--- config.mk ---
export PLATFORM = sky130hd
export DESIGN_NAME = matriz_mult_seq
export DESIGN_NICKNAME = d
export VERILOG_FILES = /design/src/rtl/matriz_pkg.sv /design/src/rtl/mac_sat.sv /design/src/rtl/matriz_mult_seq.sv
export SDC_FILE = /design/constraint.sdc
export NUM_CORES = 2
export LEC_CHECK = 0
export ABC_CLOCK_PERIOD_IN_PS = 24200
export CAP_MARGIN = 5
export CORE_MARGIN = 2
export CORE_UTILIZATION = 35
export DETAILED_ROUTE_END_ITERATION = 8
export SYNTH_ARGS = -nofsm -noshare
export SYNTH_HDL_FRONTEND = slang
export SYNTH_HIERARCHICAL = 1
export SYNTH_SLANG_ARGS = --single-unit
--- constraint.sdc ---
create_clock -name clk -period 24.2 [get_ports clk]
set_clock_uncertainty 0.2 [all_clocks]
set_input_delay 2.42 -clock clk [delete_from_list [all_inputs] [get_ports clk]]
set_output_delay 2.42 -clock clk [all_outputs]
set_load 0.01 [all_outputs]
--- src/rtl/matriz_pkg.sv ---
// matriz_pkg: shared constants for the sequential matrix multiplier.
//   OP_MUL / OP_HAD : op codes for matrix and element-wise product
//   state_e         : controller states IDLE / CALC / DONE
//   *_DEF           : default N_MAX, W and ACC_W
package matriz_pkg;
    localparam int N_MAX_DEF = 5;
    localparam int W_DEF     = 8;
    localparam int ACC_W_DEF = 2 * W_DEF + 4;
    localparam logic [2:0] OP_MUL = 3'b010;
    localparam logic [2:0] OP_HAD = 3'b011;
    typedef enum logic [1:0] {IDLE, CALC, DONE} state_e;
endpackage

--- src/rtl/mac_sat.sv ---
// mac_sat: signed multiply, accumulate-or-bypass, saturate to W bits.
//   a_i, b_i  : signed W-bit operands
//   acc_i     : running accumulator
//   accum_i   : 1 = add product to acc_i, 0 = product alone
//   sum_o     : full-precision sum (never clipped)
//   res_o     : sum_o saturated to W bits
//   clip_o    : res_o differs from sum_o
module mac_sat #(
    parameter int W     = 8,
    parameter int ACC_W = 20
) (
    input  logic signed [W-1:0]     a_i,
    input  logic signed [W-1:0]     b_i,
    input  logic signed [ACC_W-1:0] acc_i,
    input  logic                    accum_i,
    output logic signed [ACC_W-1:0] sum_o,
    output logic signed [W-1:0]     res_o,
    output logic                    clip_o
);
    localparam logic signed [ACC_W-1:0] MAXV = {{(ACC_W-W+1){1'b0}}, {(W-1){1'b1}}};
    localparam logic signed [ACC_W-1:0] MINV = {{(ACC_W-W+1){1'b1}}, {(W-1){1'b0}}};
    logic signed [2*W-1:0]   prod;
    logic signed [ACC_W-1:0] acc_sel;
    logic                    hi, lo;
    always_comb begin
        prod    = a_i * b_i;
        acc_sel = accum_i ? acc_i : '0;
        sum_o   = acc_sel + {{(ACC_W-2*W){prod[2*W-1]}}, prod};
        hi      = sum_o > MAXV;
        lo      = sum_o < MINV;
        clip_o  = hi | lo;
        res_o   = hi ? MAXV[W-1:0] : lo ? MINV[W-1:0] : sum_o[W-1:0];
    end
endmodule

--- src/rtl/matriz_mult_seq.sv ---
// matriz_mult_seq: sequential signed matrix / element-wise multiplier, one MAC per clock.
//   clk, rst     : clock, synchronous active-high reset
//   start, op    : request and operation (OP_MUL / OP_HAD), sampled only in IDLE
//   dim          : active size d, 0 or >N_MAX means N_MAX
//   a_in, b_in   : packed operands, element (i,j) at [(N_MAX*i+j)*W +: W]
//   p_out        : saturated result, same packing, valid from done
//   busy, done   : computing / one-cycle completion pulse
//   sat          : some result element of the last operation was clipped
module matriz_mult_seq
    import matriz_pkg::*;
#(
    parameter int N_MAX = N_MAX_DEF,
    parameter int W     = W_DEF,
    parameter int ACC_W = ACC_W_DEF
) (
    input  logic                     clk,
    input  logic                     rst,
    input  logic                     start,
    input  logic [2:0]               op,
    input  logic [2:0]               dim,
    input  logic [N_MAX*N_MAX*W-1:0] a_in,
    input  logic [N_MAX*N_MAX*W-1:0] b_in,
    output logic [N_MAX*N_MAX*W-1:0] p_out,
    output logic                     busy,
    output logic                     done,
    output logic                     sat
);
    localparam int PW = N_MAX * N_MAX * W;
    localparam int IW = $clog2(N_MAX * N_MAX);
    localparam logic [2:0] NM = 3'(N_MAX);

    state_e                  state_q, state_d;
    logic [PW-1:0]           a_q, a_d, b_q, b_d, p_q, p_d;
    logic                    had_q, had_d, sat_q, sat_d;
    logic [2:0]              d_q, d_d, i_q, i_d, j_q, j_d, k_q, k_d;
    logic signed [ACC_W-1:0] acc_q, acc_d, sum;
    logic signed [W-1:0]     opa, opb, res;
    logic [IW-1:0]           ia, ib, ip;
    logic                    accept, last_k, last_j, last_i, clip;

    // Element-wise mode reuses the matrix datapath with k pinned out:
    // A and B are both indexed by (i,j) and every edge writes a result.
    always_comb begin
        ia  = IW'(i_q) * IW'(N_MAX) + IW'(had_q ? j_q : k_q);
        ib  = IW'(had_q ? i_q : k_q) * IW'(N_MAX) + IW'(j_q);
        ip  = IW'(i_q) * IW'(N_MAX) + IW'(j_q);
        opa = a_q[ia*W +: W];
        opb = b_q[ib*W +: W];
    end

    mac_sat #(.W(W), .ACC_W(ACC_W)) u_mac (
        .a_i    (opa),
        .b_i    (opb),
        .acc_i  (acc_q),
        .accum_i(!had_q),
        .sum_o  (sum),
        .res_o  (res),
        .clip_o (clip)
    );

    always_comb begin
        state_d = state_q;
        a_d     = a_q;
        b_d     = b_q;
        p_d     = p_q;
        had_d   = had_q;
        sat_d   = sat_q;
        d_d     = d_q;
        i_d     = i_q;
        j_d     = j_q;
        k_d     = k_q;
        acc_d   = acc_q;
        accept  = state_q == IDLE && start && (op == OP_MUL || op == OP_HAD);
        last_k  = had_q || k_q == d_q - 3'd1;
        last_j  = j_q == d_q - 3'd1;
        last_i  = i_q == d_q - 3'd1;
        if (accept) begin
            state_d = CALC;
            a_d     = a_in;
            b_d     = b_in;
            had_d   = op == OP_HAD;
            d_d     = (dim == 3'd0 || dim > NM) ? NM : dim;
            p_d     = '0;
            sat_d   = 1'b0;
            acc_d   = '0;
            i_d     = '0;
            j_d     = '0;
            k_d     = '0;
        end else if (state_q == CALC) begin
            acc_d = last_k ? '0 : sum;
            k_d   = last_k ? 3'd0 : k_q + 3'd1;
            if (last_k) begin
                p_d[ip*W +: W] = res;
                sat_d          = sat_q | clip;
                j_d            = last_j ? 3'd0 : j_q + 3'd1;
                i_d            = last_j ? i_q + 3'd1 : i_q;
                state_d        = (last_j && last_i) ? DONE : CALC;
            end
        end else if (state_q == DONE) begin
            state_d = IDLE;
        end
    end

    always_ff @(posedge clk) begin
        if (rst) begin
            state_q <= IDLE;
            a_q     <= '0;
            b_q     <= '0;
            p_q     <= '0;
            had_q   <= 1'b0;
            sat_q   <= 1'b0;
            d_q     <= '0;
            i_q     <= '0;
            j_q     <= '0;
            k_q     <= '0;
            acc_q   <= '0;
        end else begin
            state_q <= state_d;
            a_q     <= a_d;
            b_q     <= b_d;
            p_q     <= p_d;
            had_q   <= had_d;
            sat_q   <= sat_d;
            d_q     <= d_d;
            i_q     <= i_d;
            j_q     <= j_d;
            k_q     <= k_d;
            acc_q   <= acc_d;
        end
    end

    assign p_out = p_q;
    assign busy  = state_q == CALC;
    assign done  = state_q == DONE;
    assign sat   = sat_q;
endmodule

==> results.json <==
{
  "synth.yosys.warnings": 6,
  "ant_nets": 0,
  "cts-root-to-sink-buffers": 3,
  "layout-drive-gt1-share": 0.0812,
  "final_hold_viol_count": 0,
  "largest_stage_delay_on_the_critical_path_ns": 1.32,
  "p_clk_frac": 0.429,
  "fp.dieW_um": 300,
  "grt_util_all_layers": 0.225,
  "cp_slowest_cell": "sky130_fd_sc_hd__fa_1",
  "detailedRoute.firstIterationViolations": 2047,
  "swShare": 0.275,
  "drc_errors": 0,
  "fillers": 8475,
  "grt_antenna_before_repair": 26,
  "critical_path_class": "flip-flop to flip-flop",
  "wl_met2_um": 49900,
  "first_global_vias": 25500,
  "final-setup-viol-count": 0,
  "status": "finished, final reports clean",
  "number_of_pins_exceeding_their_max_slew_limit_in_the_final_report": 0,
  "routed_via_density": 5.03,
  "pwr-share-comb": 0.165,
  "instances_no_fill": 5204,
  "drt_first_pass_iters": 5,
  "critical_path_required_ns": 24.51,
  "vias": 26200,
  "area_growth_syn_to_layout_pct": 31.2,
  "critPathTopFamily": "adder cells",
  "hold_depth": 2,
  "placedInstanceArea_um2": 37700,
  "cellLeakagePower_nw": 14.6,
  "synth-edff-count": 0,
  "syn-mean-instance-area_um2": 8.81,
  "maximum_achievable_frequency_ghz": 0.0788,
  "internal_power_component_mw": 1.96,
  "cap_violations": 0,
  "synthDistinctLibCells": 85,
  "ir_drop_worst_vdd_mv": 0.0510,
  "dp_worst_setup_slack_ns": 11.60,
  "total_number_of_cells_along_the_worst_setup_path": 36,
  "yosysSeqAreaShare": 0.414,
  "power-per-cell-area_nw_per_um2": 66.9,
  "initial_core_util": 0.354,
  "fin_tns_setup_ns": 0,
  "cts_inserted_buffers": 74,
  "tritoncts_clock_tree": "yes",
  "clock-root-buffer": "sky130_fd_sc_hd__clkbuf_16",
  "worst_pin_slew_ns": 1.17,
  "rsz0062_at_grt": "false",
  "synth_top_flop_cell": "sky130_fd_sc_hd__dfxtp_1",
  "boundaryPins": 612,
  "highest_signal_layer_in_the_routed_design": "met5",
  "placed_cells": 5053,
  "grt_pass1_wl_um": 156000,
  "num-nets-final": 4516,
  "num_rows": 108,
  "wl_met1_um": 44600,
  "cts.clk_slew.worst_paths_ns": 0.06,
  "postRouteWirelength_um": 104000,
  "tritoncts_num_sinks": 636,
  "ff2ff_path_depth": 36,
  "chipHeight_um": 300,
  "die_area_um2": 90200,
  "endpoint_kind": "flip-flop",
  "synth.cell_area_um2": 30700,
  "globalRoute.totalOverflow": 0,
  "timing.critical_path.arrival_ns": 13.00,
  "globalplace.congestion": 0.845,
  "synth_fp_nets": 4032,
  "place.port_buffers": 611,
  "detail_route.wl_per_cell_um": 19.9,
  "layout_worst_path_cycle_share": 0.524,
  "period_needed_ns": 12.68,
  "dpl.hpwl_um": 75500,
  "seqPwrFrac": 0.406,
  "core_um2": 86900,
  "layout.cell_area.non_filler_um2": 40300,
  "power.switching_mw": 0.743,
  "cts_max_level": 3,
  "max_slew_margin": 0.219,
  "final_critical_path_setup_slack_ns": 11.52,
  "setup.worst_path.start_class": "flip-flop",
  "clock_insertion_delay_worst_skew_ns": 0.63,
  "async_reset_ff_frac": 0,
  "syn_inst": 3490,
  "largest_net_degree_at_the_start_of_global_routing": 220,
  "cts_hold_buf": 0,
  "critical_path.max_fanout": 23,
  "cts-resized-gates": 0,
  "met3_wirelength_um": 5590,
  "min_path_type": "flip-flop to flip-flop",
  "ys_seq_elements": 636,
  "cts_setup_buffers": 0,
  "critical_path.n_buffers_inverters": 5
}
==> cell usage after synthesis (all sizes together), types with 44 or more instances <==
cell type  count  area (µm²)
o21ai         44         224
nor2          94         363
nand2       1059        3980
clkbuf       196         736
nand3         71         355
a21oi        462        2320
fa            59        1180
inv          116         435
ha            74         926
and2          65         407
dfxtp        636       12700
mux4         110        2480
mux2i        213        2130
==> through the flow <==
step / util / hold WS (ns) / power (mW)
finish: 0.464 / 0.250 / 2.70
detailed placement: 0.434 / 0.244 / 1.57
global route: 0.464 / 0.264 / 2.81
global placement: 0.434 / 0.239 / 1.56
CTS: 0.463 / 0.252 / 2.73
floorplan: - / 0.232 / 1.38
==> flip-flops by register name (all words and copies together) (netlist names) <==
| register | count |
|---|---|
| a_q | 200 |
| j_q | 3 |
| acc_q | 20 |
| i_q | 3 |
| k_q | 3 |
| had_q | 1 |
| state_q | 2 |
| d_q | 3 |
| b_q | 200 |
| sat | 1 |
| p_out | 200 |
==> tightest hold or removal path: stages, from the launching register on <==
cell and delay, ns:
sky130_fd_sc_hd__dfxtp_1 0.30, sky130_fd_sc_hd__nand2_1 0.05, sky130_fd_sc_hd__a21oi_1 0.05
==> final cells by class <==
class | instances | area, µm² | share of cell area
repair buffers | 645 | 6410 | 0.159
clock inverters | 25 | 338 | 0.00838
well taps | 1155 | 1450 | 0.0359
multi-input cells | 2501 | 16700 | 0.414
flip-flops and latches | 636 | 12700 | 0.316
clock buffers | 105 | 2190 | 0.0543
inverters | 116 | 435 | 0.0108
diodes | 21 | 52.6 | 0.00130
==> power by group through the flow <==
stage / clock, mW / sequential, mW / combinational, mW
floorplan: 0 / 1.11 / 0.268
global placement: 0 / 1.12 / 0.444
detailed placement: 0 / 1.12 / 0.448
CTS: 1.18 / 1.10 / 0.450
global route: 1.23 / 1.10 / 0.485
finish: 1.16 / 1.10 / 0.447
==> cells by family after synthesis <==
family                   Yosys count  share of synthesized area
flip-flops                       636                      0.414
AO/OA/AOI/OAI                    583                      0.104
AND/OR/NAND/NOR                 1391                      0.193
buffers and inverters            353                     0.0447
adder cells (fa/ha/maj)          133                     0.0686
multiplexers                     332                      0.153
XOR/XNOR                          62                     0.0223
==> final timing paths <==
check        slack, ns                 endpoint                  from
max              11.52  p_out[167]$_SDFFE_PP0P_    had_q$_SDFFE_PP0P_
min               0.25     a_q[82]$_SDFFE_PP0P_  a_q[82]$_SDFFE_PP0P_
max reg2reg      11.52  p_out[167]$_SDFFE_PP0P_    had_q$_SDFFE_PP0P_
min reg2reg       0.25     a_q[82]$_SDFFE_PP0P_  a_q[82]$_SDFFE_PP0P_
==> cells in the final DEF (no fill, tap or decap), drive strengths merged, types with 7 or more instances in the layout <==
cell type,instances
mux2,9
nor3,27
and3,8
buf,35
and2,65
clkbuf,105
mux4,110
nand3,71
xnor3,7
dfxtp,636
clkdlybuf4s50,610
fa,59
o21ai,44
xnor2,32
ha,74
diode,21
nor2b,12
nand2b,9
mux2i,213
inv,118
a31oi,8
a21oi,462
xor2,23
nand4,10
clkinv,14
nor2,94
a21o,13
nand2,1059
==> routing by layer <==
layer / up-vias / global-route usage
met3: 158 / 0.0390
met1: 12500 / 0.291
li1: 12700 / -
met4: 2 / 0.0939
met5: - / 0
met2: 719 / 0.369
Note: power is estimated with default switching activity, not from simulation.
